`src/rtl/hicore_flush_fifo_pkg.sv`:
```
// hicore_pkg: shared constants and elaboration helpers for the hicore pipeline
package hicore_pkg;
  localparam int HICORE_XLEN = 32;
  localparam int HICORE_IFQ_DP = 4;
  function automatic int clog2(input int v);
    int r;
    r = 0;
    while ((1 << r) < v) r++;
    return r;
  endfunction
endpackage

```
`src/rtl/hicore_flush_fifo_if.sv`:
```
// hicore_flush_fifo_if: producer and consumer valid/ready buses of the flush FIFO
interface hicore_flush_fifo_if #(parameter int DW = 32);
  logic          i_vld;
  logic          i_rdy;
  logic [DW-1:0] i_dat;
  logic          o_vld;
  logic          o_rdy;
  logic [DW-1:0] o_dat;
  modport slave (input i_vld, i_dat, o_rdy, output i_rdy, o_vld, o_dat);
  modport master (output i_vld, i_dat, o_rdy, input i_rdy, o_vld, o_dat);
endinterface

```
`src/rtl/hicore_fifo_ptr.sv`:
```
// hicore_fifo_ptr: wrap-bit pointers, registered occupancy and status flags with flush
module hicore_fifo_ptr
  import hicore_pkg::*;
#(
  parameter int DP       = HICORE_IFQ_DP,
  parameter int AFULL_TH = DP - 1,
  localparam int AW      = clog2(DP),
  localparam int PTR_W   = AW + 1
) (
  input  logic             clk,
  input  logic             rst_n,
  input  logic             flush,
  input  logic             wen,
  input  logic             ren,
  output logic [AW-1:0]    wr_addr,
  output logic [AW-1:0]    rd_addr,
  output logic [PTR_W-1:0] count,
  output logic             empty,
  output logic             full,
  output logic             afull
);
  logic [PTR_W-1:0] wr_ptr_q, wr_ptr_d, rd_ptr_q, rd_ptr_d, count_q, count_d;
  if (DP < 2 || (DP & (DP - 1)) != 0 || AFULL_TH < 1 || AFULL_TH > DP) begin : g_bad_param
    $error("hicore_fifo_ptr: DP must be a power of two >= 2 and AFULL_TH within 1..DP");
  end
  // next pointers and occupancy; flush wins over any transfer
  always_comb begin
    wr_ptr_d = flush ? '0 : wr_ptr_q + PTR_W'(wen);
    rd_ptr_d = flush ? '0 : rd_ptr_q + PTR_W'(ren);
    count_d  = flush ? '0 : count_q + PTR_W'(wen & ~ren) - PTR_W'(ren & ~wen);
  end
  // pointer and count registers
  always_ff @(posedge clk or negedge rst_n) begin
    if (!rst_n) begin
      wr_ptr_q <= '0;
      rd_ptr_q <= '0;
      count_q  <= '0;
    end else begin
      wr_ptr_q <= wr_ptr_d;
      rd_ptr_q <= rd_ptr_d;
      count_q  <= count_d;
    end
  end
  assign wr_addr = wr_ptr_q[AW-1:0];
  assign rd_addr = rd_ptr_q[AW-1:0];
  assign count   = count_q;
  assign empty   = wr_ptr_q == rd_ptr_q;
  assign full    = (wr_ptr_q[AW] != rd_ptr_q[AW]) && (wr_addr == rd_addr);
  assign afull   = count_q >= PTR_W'(AFULL_TH);
endmodule

```
`src/rtl/hicore_flush_fifo.sv`:
```
// hicore_flush_fifo: valid/ready FIFO with empty bypass, optional ready cut, afull and flush
module hicore_flush_fifo
  import hicore_pkg::*;
#(
  parameter int DP        = HICORE_IFQ_DP,
  parameter int DW        = HICORE_XLEN,
  parameter int BYPASS    = 1,
  parameter int CUT_READY = 0,
  parameter int AFULL_TH  = DP - 1
) (
  input  logic                 clk,
  input  logic                 rst_n,
  hicore_flush_fifo_if.slave   bus,
  input  logic                 flush,
  output logic [clog2(DP):0]   count,
  output logic                 afull
);
  localparam int AW = clog2(DP);
  localparam bit BYP_EN = BYPASS != 0;
  localparam bit CUT_EN = CUT_READY != 0;
  logic [DW-1:0] mem_q [DP];
  logic [AW-1:0] wr_addr, rd_addr;
  logic          empty, full, byp, wen, ren;
  hicore_fifo_ptr #(.DP(DP), .AFULL_TH(AFULL_TH)) u_ptr (
    .clk(clk), .rst_n(rst_n), .flush(flush), .wen(wen), .ren(ren),
    .wr_addr(wr_addr), .rd_addr(rd_addr), .count(count),
    .empty(empty), .full(full), .afull(afull)
  );
  // handshake qualification, bypass selection and output mux
  always_comb begin
    byp       = BYP_EN && empty && bus.i_vld && bus.o_rdy && !flush;
    bus.i_rdy = CUT_EN ? (!full && !flush) : ((!full || bus.o_rdy) && !flush);
    wen       = bus.i_vld && bus.i_rdy && !byp;
    ren       = !empty && bus.o_rdy && !flush;
    bus.o_vld = !flush && (!empty || (BYP_EN && bus.i_vld));
    bus.o_dat = empty ? bus.i_dat : mem_q[rd_addr];
  end
  // storage write; contents are don't-care until written
  always_ff @(posedge clk) begin
    if (wen) mem_q[wr_addr] <= bus.i_dat;
  end
endmodule

```
`src/flat_wrapper.sv`:
```
// flat-port wrapper written by rule: the top's interface ports become plain ports
module hicore_flush_fifo_flat import hicore_pkg::*;
#(
  parameter int DP        = HICORE_IFQ_DP,
  parameter int DW        = HICORE_XLEN,
  parameter int BYPASS    = 1,
  parameter int CUT_READY = 0,
  parameter int AFULL_TH  = DP - 1
)
  (clk, rst_n, flush, count, afull, bus_i_vld, bus_i_dat, bus_o_rdy, bus_i_rdy, bus_o_vld, bus_o_dat);
  hicore_flush_fifo_if #(.DW(DW)) bus_i ();
  input  logic clk;
  input  logic rst_n;
  input  logic flush;
  output logic [clog2(DP):0] count;
  output logic afull;
  input wire logic [$bits(bus_i.i_vld)-1:0] bus_i_vld;
  input wire logic [$bits(bus_i.i_dat)-1:0] bus_i_dat;
  input wire logic [$bits(bus_i.o_rdy)-1:0] bus_o_rdy;
  output wire logic [$bits(bus_i.i_rdy)-1:0] bus_i_rdy;
  output wire logic [$bits(bus_i.o_vld)-1:0] bus_o_vld;
  output wire logic [$bits(bus_i.o_dat)-1:0] bus_o_dat;
  assign bus_i.i_vld = bus_i_vld;
  assign bus_i.i_dat = bus_i_dat;
  assign bus_i.o_rdy = bus_o_rdy;
  assign bus_i_rdy = bus_i.i_rdy;
  assign bus_o_vld = bus_i.o_vld;
  assign bus_o_dat = bus_i.o_dat;
  hicore_flush_fifo #(.DP(DP), .DW(DW), .BYPASS(BYPASS), .CUT_READY(CUT_READY), .AFULL_TH(AFULL_TH)) u_core (.clk(clk), .rst_n(rst_n), .bus(bus_i), .flush(flush), .count(count), .afull(afull));
endmodule
```
`config.mk`:
```
export PLATFORM = sky130hd
export DESIGN_NAME = hicore_flush_fifo_flat
export DESIGN_NICKNAME = d
export VERILOG_FILES = /design/src/rtl/hicore_flush_fifo_pkg.sv /design/src/rtl/hicore_flush_fifo_if.sv /design/src/rtl/hicore_fifo_ptr.sv /design/src/rtl/hicore_flush_fifo.sv /design/src/flat_wrapper.sv
export SDC_FILE = /design/constraint.sdc
export NUM_CORES = 1
export LEC_CHECK = 0
export CELL_PAD_IN_SITES_DETAIL_PLACEMENT = 2
export CELL_PAD_IN_SITES_GLOBAL_PLACEMENT = 2
export CORE_MARGIN = 2
export CORE_UTILIZATION = 30
export CTS_CLUSTER_DIAMETER = 150
export CTS_CLUSTER_SIZE = 8
export DETAILED_ROUTE_END_ITERATION = 10
export GPL_TIMING_DRIVEN = 0
export PLACE_DENSITY_LB_ADDON = 0.08
export SETUP_SLACK_MARGIN = 0.2
export SLEW_MARGIN = 15
export SYNTH_ARGS = -nofsm -noshare
export SYNTH_HDL_FRONTEND = slang
export SYNTH_HIERARCHICAL = 1
export SYNTH_SLANG_ARGS = --single-unit
```
`constraint.sdc`:
```
create_clock -name clk -period 5.66 [get_ports clk]
set_input_delay 1.132 -clock clk [delete_from_list [all_inputs] [get_ports clk]]
set_output_delay 1.132 -clock clk [all_outputs]
set_load 0.05 [all_outputs]
```
==> summary.md, run 1 <==
| Metric | Value |
|---|---|
| Vias | 3501 |
| Ranking of synthesized cells by area | edfxtp_1 63%, a221oi_2 7.6%, a211oi_2 6.1% |
| Most numerous cell in the Yosys netlist | edfxtp_1 |
| Area Growth Syn to Fin | 30.5% |
| Row cnt | 52 |
| Final hold vios | 0 |
| Synth unique cells | 32 |
| Final Cell Area | 7980 sq um |
| Placed Cells | 725 |
| Antenna diodes | 0 |
| Final Cycle Share | 76.5% |
| CTS root buf | clkbuf_16 |
| Most used DFF post-synth | edfxtp_1 |
| EDFF count, synth | 128 |
| DRT iter0 DRCs | 134 |
| RSZ-0062 raised after global routing | no |
| Mapped Cells | 368 |
| Leak Pwr | 2.72 nW |
| Flip-flop and latch count after synthesis | 137 |
| Max Slew Vio Count | 0 |
| Post-layout util | 39.7% |
| Clock Latency Late Sink | 0.42 ns |
| GRT Util Overall | 14.8% |
| Starting Density | 30.4% |
| Overall die height | 147 microns |
| Area of the core | 20100 sq um |
| Mapped Avg Cell Area | 16.6 sq um |
| Maximum clock insertion buffer count | 2 |
| Routed wire length | 15.2 mm |
| First-pass GRT wire length | 23.4 mm |
| Initial antenna violation count | 0 |
| Dpl hpwl | 10.4 mm |
| Area share of the largest cell type after synthesis | 62.9% |
| Clk sinks | 137 |
| Critical Path RT | 4.53 ns |
| I/O Pins | 75 |
| CP arrival | 3.20 ns |
| Layout cell share with drive strength beyond 1 | 27.1% |
| I/O Buffers | 74 |
| Top cells by count, synth | 128 x edfxtp_1, 39 x inv_1, 34 x nor2b_1 |
| DRT antenna net count | 0 |
| Hold WC Path Type | flip-flop to flip-flop |
| Final setup violation count | 0 |
| Setup ws final | 1.33 ns |
| Post CTS Setup Buffer Count | 0 |
| Seq/Total Area, Yosys | 66.6% |
| # nets final | 519 |
| Max VDD drop | 0.000232 V |
| Die width | 147 microns |
| Wire per inst | 20.1 microns |
| Fmax achieved | 231 MHz |
| Net Count, Synth | 413 |
| H-tree depth | 4 |
| Vias in the first global route | 4024 |
| Pre-CTS WS | 1.46 ns |
| CTS tree | yes |
| Die area | 21500 sq um |
| DR pass1 iterations | 4 |
| Area of placed instances | 7330 sq um |
| Post-CTS sizing | 0 |
| Max-slew headroom | 40.3% |
| Warnings, synthesis | 6 |
| Tmin final | 4.33 ns |
| Via-to-Cell Ratio | 4.62 |
| Residual DRC count | 0 |
| Asr flop ratio synth | 6.57% |
| Max Cap Viol | 0 |
| Layout Skew | 0.0114 ns |
| CP Max Fanout | 10 |
| CTS buffer count | 17 |
| Status | finished, final reports clean |
| CTS Hold Bufs | 0 |
| Synthesized cell area | 6110 sq um |
| Kind of critical path | flip-flop to primary output |
| Fin cells | 757 |
| Setup crit end kind | primary output |
| CP startpoint kind | flip-flop |
| Area leader, netlist | edfxtp_1 |
| Clock-pin slew on the worst setup and hold paths | 0.06 ns |
| GR Overflow Total | 0 |
| Pwr per Cell Area | 355 nW/um^2 |
| Routability cong. | 0.650 |
| Largest net degree at the start of global routing | 18 |
| Worst-Margin Slew | 0.895 ns |
-- cell families after synthesis --
logic type      Yosys count  synth area share (%)
buf+inv                  64                  5.69
xor+xnor                  6                 0.860
flops                   137                  66.6
compound gates           67                  14.4
mux                      32                  5.24
simple gates             54                  5.51
fa+ha+maj                 8                  1.76
-- worst max-delay path, stage by stage (launching register included) --
cell and delay [ns]:
dfrtp_1 0.41, xnor2_1 0.24, nor3b_1 0.24, buf_4 0.24, nand2b_4 0.20, buf_6 0.20, a211oi_2 0.07, a221oi_2 0.29
clkdlybuf4s50_1 0.88
-- path summary, 6_finish.rpt --
kind                                          start                  endpoint  slack, ns  depth (start not counted)
setup / recovery           u_core/u_ptr/rd_ptr_q[2]             bus_o_dat[30]       1.33                          8
max in group asynchronous                     rst_n  u_core/u_ptr/rd_ptr_q[1]       4.33                          1
setup reg to reg           u_core/u_ptr/rd_ptr_q[2]     u_core/u_ptr/count[2]       2.78                         12
hold / removal             u_core/u_ptr/rd_ptr_q[2]  u_core/u_ptr/rd_ptr_q[2]       0.59                          2
hold reg to reg            u_core/u_ptr/rd_ptr_q[2]  u_core/u_ptr/rd_ptr_q[2]       0.59                          2
min in group asynchronous                     rst_n  u_core/u_ptr/rd_ptr_q[2]       1.02                          1
-- layout by cell type, fill, tap and decap left out, types with 2 or more instances in the layout --
master / instances
and2b_1: 3
xnor2_1: 3
clkbuf_16: 17
bufinv_16: 5
buf_6: 7
mux2i_1: 32
a211oi_1: 2
clkinvlp_4: 3
buf_1: 2
a221oi_2: 31
xor2_1: 3
nand2_1: 2
buf_4: 20
buf_2: 4
inv_1: 39
a211oi_2: 30
dfrtp_1: 9
nor3b_2: 2
a21oi_1: 2
nor2b_1: 34
ha_1: 7
nor2_1: 4
inv_6: 3
clkbuf_1: 2
clkdlybuf4s50_1: 74
edfxtp_1: 128
clkinv_2: 2
nor3_1: 2
-- metal layers --
metal	vias up	GRT usage (%)	wire, microns
li1	1611	-	-
met1	1808	18.6	6970
met2	64	25.4	7620
met3	18	3.26	414
met4	0	4.81	187
met5	-	0	0
-- registers in the layout, summed over array words and instances, names as in the netlist --
name	cells
u_core/mem_q	128
u_core/u_ptr/count	3
u_core/u_ptr/rd_ptr_q	3
u_core/u_ptr/wr_ptr_q	3
-- through the flow --
step | total power, W | setup TNS, ns | hold WS, ns
floorplan | 0.00146 | 0 | 0.521
global placement | 0.00163 | -178.45 | 0.545
detailed placement | 0.00165 | 0 | 0.561
CTS | 0.00288 | 0 | 0.608
global route | 0.00294 | 0 | 0.616
finish | 0.00283 | 0 | 0.589
-- cell type report --
cell class,count,area (sq um)
inverters,39,146
clock buffers,17,425
multi-input cells,167,1710
plain buffers,25,201
clock inverters,15,221
flip-flops and latches,137,4070
fillers,1962,12100
repair buffers,87,866
well taps,270,338
-- where the power goes --
group | internal (W) | leakage (nW) | total [W] | switching, W
logic | 0.000171 | 1.13 | 0.000481 | 0.000310
registers | 0.00113 | 1.28 | 0.00114 | 0.00000687
clock network | 0.000783 | 0.308 | 0.00122 | 0.000435
Note: power is estimated with default switching activity, not from simulation.
==> inputs of run 2 (changes only) <==
==> constraint.sdc (replaced) <==
create_clock -name clk -period 4.2 [get_ports clk]
set_input_delay 0.84 -clock clk [delete_from_list [all_inputs] [get_ports clk]]
set_output_delay 0.84 -clock clk [all_outputs]
set_load 0.05 [all_outputs]
==> run 2 against run 1 <==
Effect of this change: combinational power increased by 32%; largest power group unchanged; non-clock buffer count unchanged; die area unchanged; critical path depth unchanged; sequential share of layout area decreased by 0.41 points; critical path type unchanged; clock power increased by 34%; final cell count unchanged; hold slack improved by 0.0058 ns.
==> summary.md, run 2 (synthesis gave the netlist of run 1 again) <==
| Metric | Value |
|---|---|
| Max reg flops | 128 (unchanged) |
| # nets final | 519 (unchanged) |
| Leak Pwr | 2.94 nW (was 2.72 nW) |
| I/O Buffers | 74 (unchanged) |
| Antenna diodes | 0 (unchanged) |
| Routability cong. | 0.650 (unchanged) |
| Vias in the first global route | 4017 (was 4024) |
| CP startpoint kind | flip-flop (unchanged) |
| DRT antenna net count | 0 (unchanged) |
| Tmin final | 3.74 ns |
| Starting Density | 30.4% (unchanged) |
| H-tree depth | 4 (unchanged) |
| I/O Pins | 75 (unchanged) |
| Layout Skew | 0.0111 ns (was 0.0114 ns) |
| Area of the core | 20100 sq um (unchanged) |
| Die area | 21500 sq um (unchanged) |
| Pwr per Cell Area | 473 nW/um^2 (was 355 nW/um^2) |
| CP Max Fanout | 10 (unchanged) |
| Max VDD drop | 0.000309 V (was 0.000232 V) |
| DR pass1 iterations | 4 (unchanged) |
| Placed Cells | 725 (unchanged) |
| CTS tree | yes (unchanged) |
| Max-slew headroom | 50.3% (was 40.3%) |
| Largest register by flop count | u_core/mem_q (unchanged) |
| Area Growth Syn to Fin | 31.6% (was 30.5%) |
| RSZ-0062 raised after global routing | no (unchanged) |
| Largest net degree at the start of global routing | 18 (unchanged) |
| Clk sinks | 137 (unchanged) |
| Fin cells | 757 (unchanged) |
| Final hold vios | 0 (unchanged) |
| CTS root buf | clkbuf_16 (unchanged) |
| Final setup violation count | 0 (unchanged) |
| Residual DRC count | 0 (unchanged) |
| Vias | 3501 (unchanged) |
| Most common cell after layout, fill and taps aside | edfxtp_1 (unchanged) |
| Max Cap Viol | 0 (unchanged) |
| Post-layout util | 40.0% (was 39.7%) |
| Clock Latency Late Sink | 0.42 ns (about the same) |
| Routed wire length | 15.2 mm (about the same) |
| Setup crit end kind | primary output (unchanged) |
| Dpl hpwl | 10.4 mm (unchanged) |
| Layout cell share with drive strength beyond 1 | 27.5% (was 27.1%) |
| Worst-Margin Slew | 0.742 ns (was 0.895 ns) |
| Clock-pin slew on the worst setup and hold paths | 0.06 ns (about the same) |
| Wire per inst | 20.1 microns (about the same) |
| R2r setup slk | 1.32 ns (was 2.78 ns) |
| Critical Path RT | 3.36 ns (was 4.53 ns) |
| CP arrival | 2.90 ns (was 3.20 ns) |
| Via-to-Cell Ratio | 4.62 (unchanged) |
| Status | finished, final reports clean (unchanged) |
| Commonest cells after routing, fill and taps aside | 128 x edfxtp_1, 42 x clkdlybuf4s50_1, 39 x inv_1, 34 x nor2b_1, 32 x mux2i_1 (was 128 x edfxtp_1, 74 x clkdlybuf4s50_1, 39 x inv_1, 34 x nor2b_1, 32 x mux2i_1) |
| Kind of critical path | flip-flop to primary output (unchanged) |
| Fillers | 1960 (was 1962) |
| First-pass GRT wire length | 23.4 mm (about the same) |
| DRT iter0 DRCs | 132 (was 134) |
| Maximum clock insertion buffer count | 2 (unchanged) |
| Hold WC Path Type | flip-flop to flip-flop (unchanged) |
| Row cnt | 52 (unchanged) |
| Max Slew Vio Count | 0 (unchanged) |
| Die width | 147 microns (unchanged) |
| Fmax achieved | 267 MHz |
| CTS buffer count | 17 (unchanged) |
| CTS Hold Bufs | 0 (unchanged) |
| Final Cycle Share | 89.0% |
| Overall die height | 147 microns (unchanged) |
| GRT Util Overall | 14.8% (unchanged) |
| GR Overflow Total | 0 (unchanged) |
| Initial antenna violation count | 0 (unchanged) |
## run 2: changes by cell type in the layout (fill, tap and decap cells not counted), sizes merged
cell / previous run / this run
dlymetal6s2s: 0 / 24
dlygate4sd2: 0 / 8
clkdlybuf4s50: 74 / 42
buf: 36 / 34
clkdlybuf4s15: 0 / 2
## run 2: layout make-up
cell class | instances | area (sq um) | share of cell area (%)
flip-flops and latches | 137 | 4070 | 50.6
multi-input cells | 167 | 1710 | 21.3
repair buffers | 87 | 916 | 11.4
clock buffers | 17 | 425 | 5.29
well taps | 270 | 338 | 4.20
clock inverters | 15 | 221 | 2.75
plain buffers | 25 | 216 | 2.69
inverters | 39 | 146 | 1.82
## run 2: worst paths after layout
check	cells past startpoint	endpoint	from
max	8	bus_o_dat[30]	u_core/u_ptr/rd_ptr_q[2]
min	2	u_core/u_ptr/rd_ptr_q[2]	u_core/u_ptr/rd_ptr_q[2]
max reg2reg	12	u_core/u_ptr/count[2]	u_core/u_ptr/rd_ptr_q[2]
min reg2reg	2	u_core/u_ptr/rd_ptr_q[2]	u_core/u_ptr/rd_ptr_q[2]
max in group asynchronous	1	u_core/u_ptr/rd_ptr_q[1]	rst_n
min in group asynchronous	1	u_core/u_ptr/rd_ptr_q[2]	rst_n
## run 2: timing repair
item	in CTS	in global routing
resized for setup	12	24
setup endpoints to repair	23	24
endpoints found under the hold margin	0	0
buffers inserted	0	0
## run 2: where the power goes
group | switching [W] | total (W) | internal, W
clock | 0.000586 | 0.00164 | 0.00105
combinational | 0.000416 | 0.000636 | 0.000220
sequential | 0.00000926 | 0.00153 | 0.00152
## run 2: metrics by stage
step	hold WS, ns	area [sq um]	total power (W)	setup WS [ns]	TNS, ns
after floorplan	0.521	6110	0.00197	0.211	0
after global placement	0.545	7190	0.00220	-3.29	-290.57
after detailed placement	0.561	7330	0.00222	0.587	0
after CTS	0.608	7990	0.00388	0.154	0
after global routing	0.616	8050	0.00395	0.299	0
final	0.595	8050	0.00381	0.460	0
## run 2: per-layer routing
| metal | up-vias | global-route usage, % | part of all wire [%] |
|---|---|---|---|
| met2 | 66 | 25.4 | 50 |
| met4 | 0 | 4.81 | 1.2 |
| met3 | 18 | 3.26 | 2.9 |
| li1 | 1611 | - | - |
| met1 | 1806 | 18.6 | 46 |
| met5 | - | 0 | 0 |
## run 2: critical path, cell delays in order (launching register included)
cell	delay [ns]
dfrtp_1	0.41
xnor2_1	0.24
nor3b_1	0.24
buf_4	0.24
nand2b_4	0.20
buf_6	0.20
a211oi_2	0.07
a221oi_2	0.28
dlygate4sd2_1	0.58
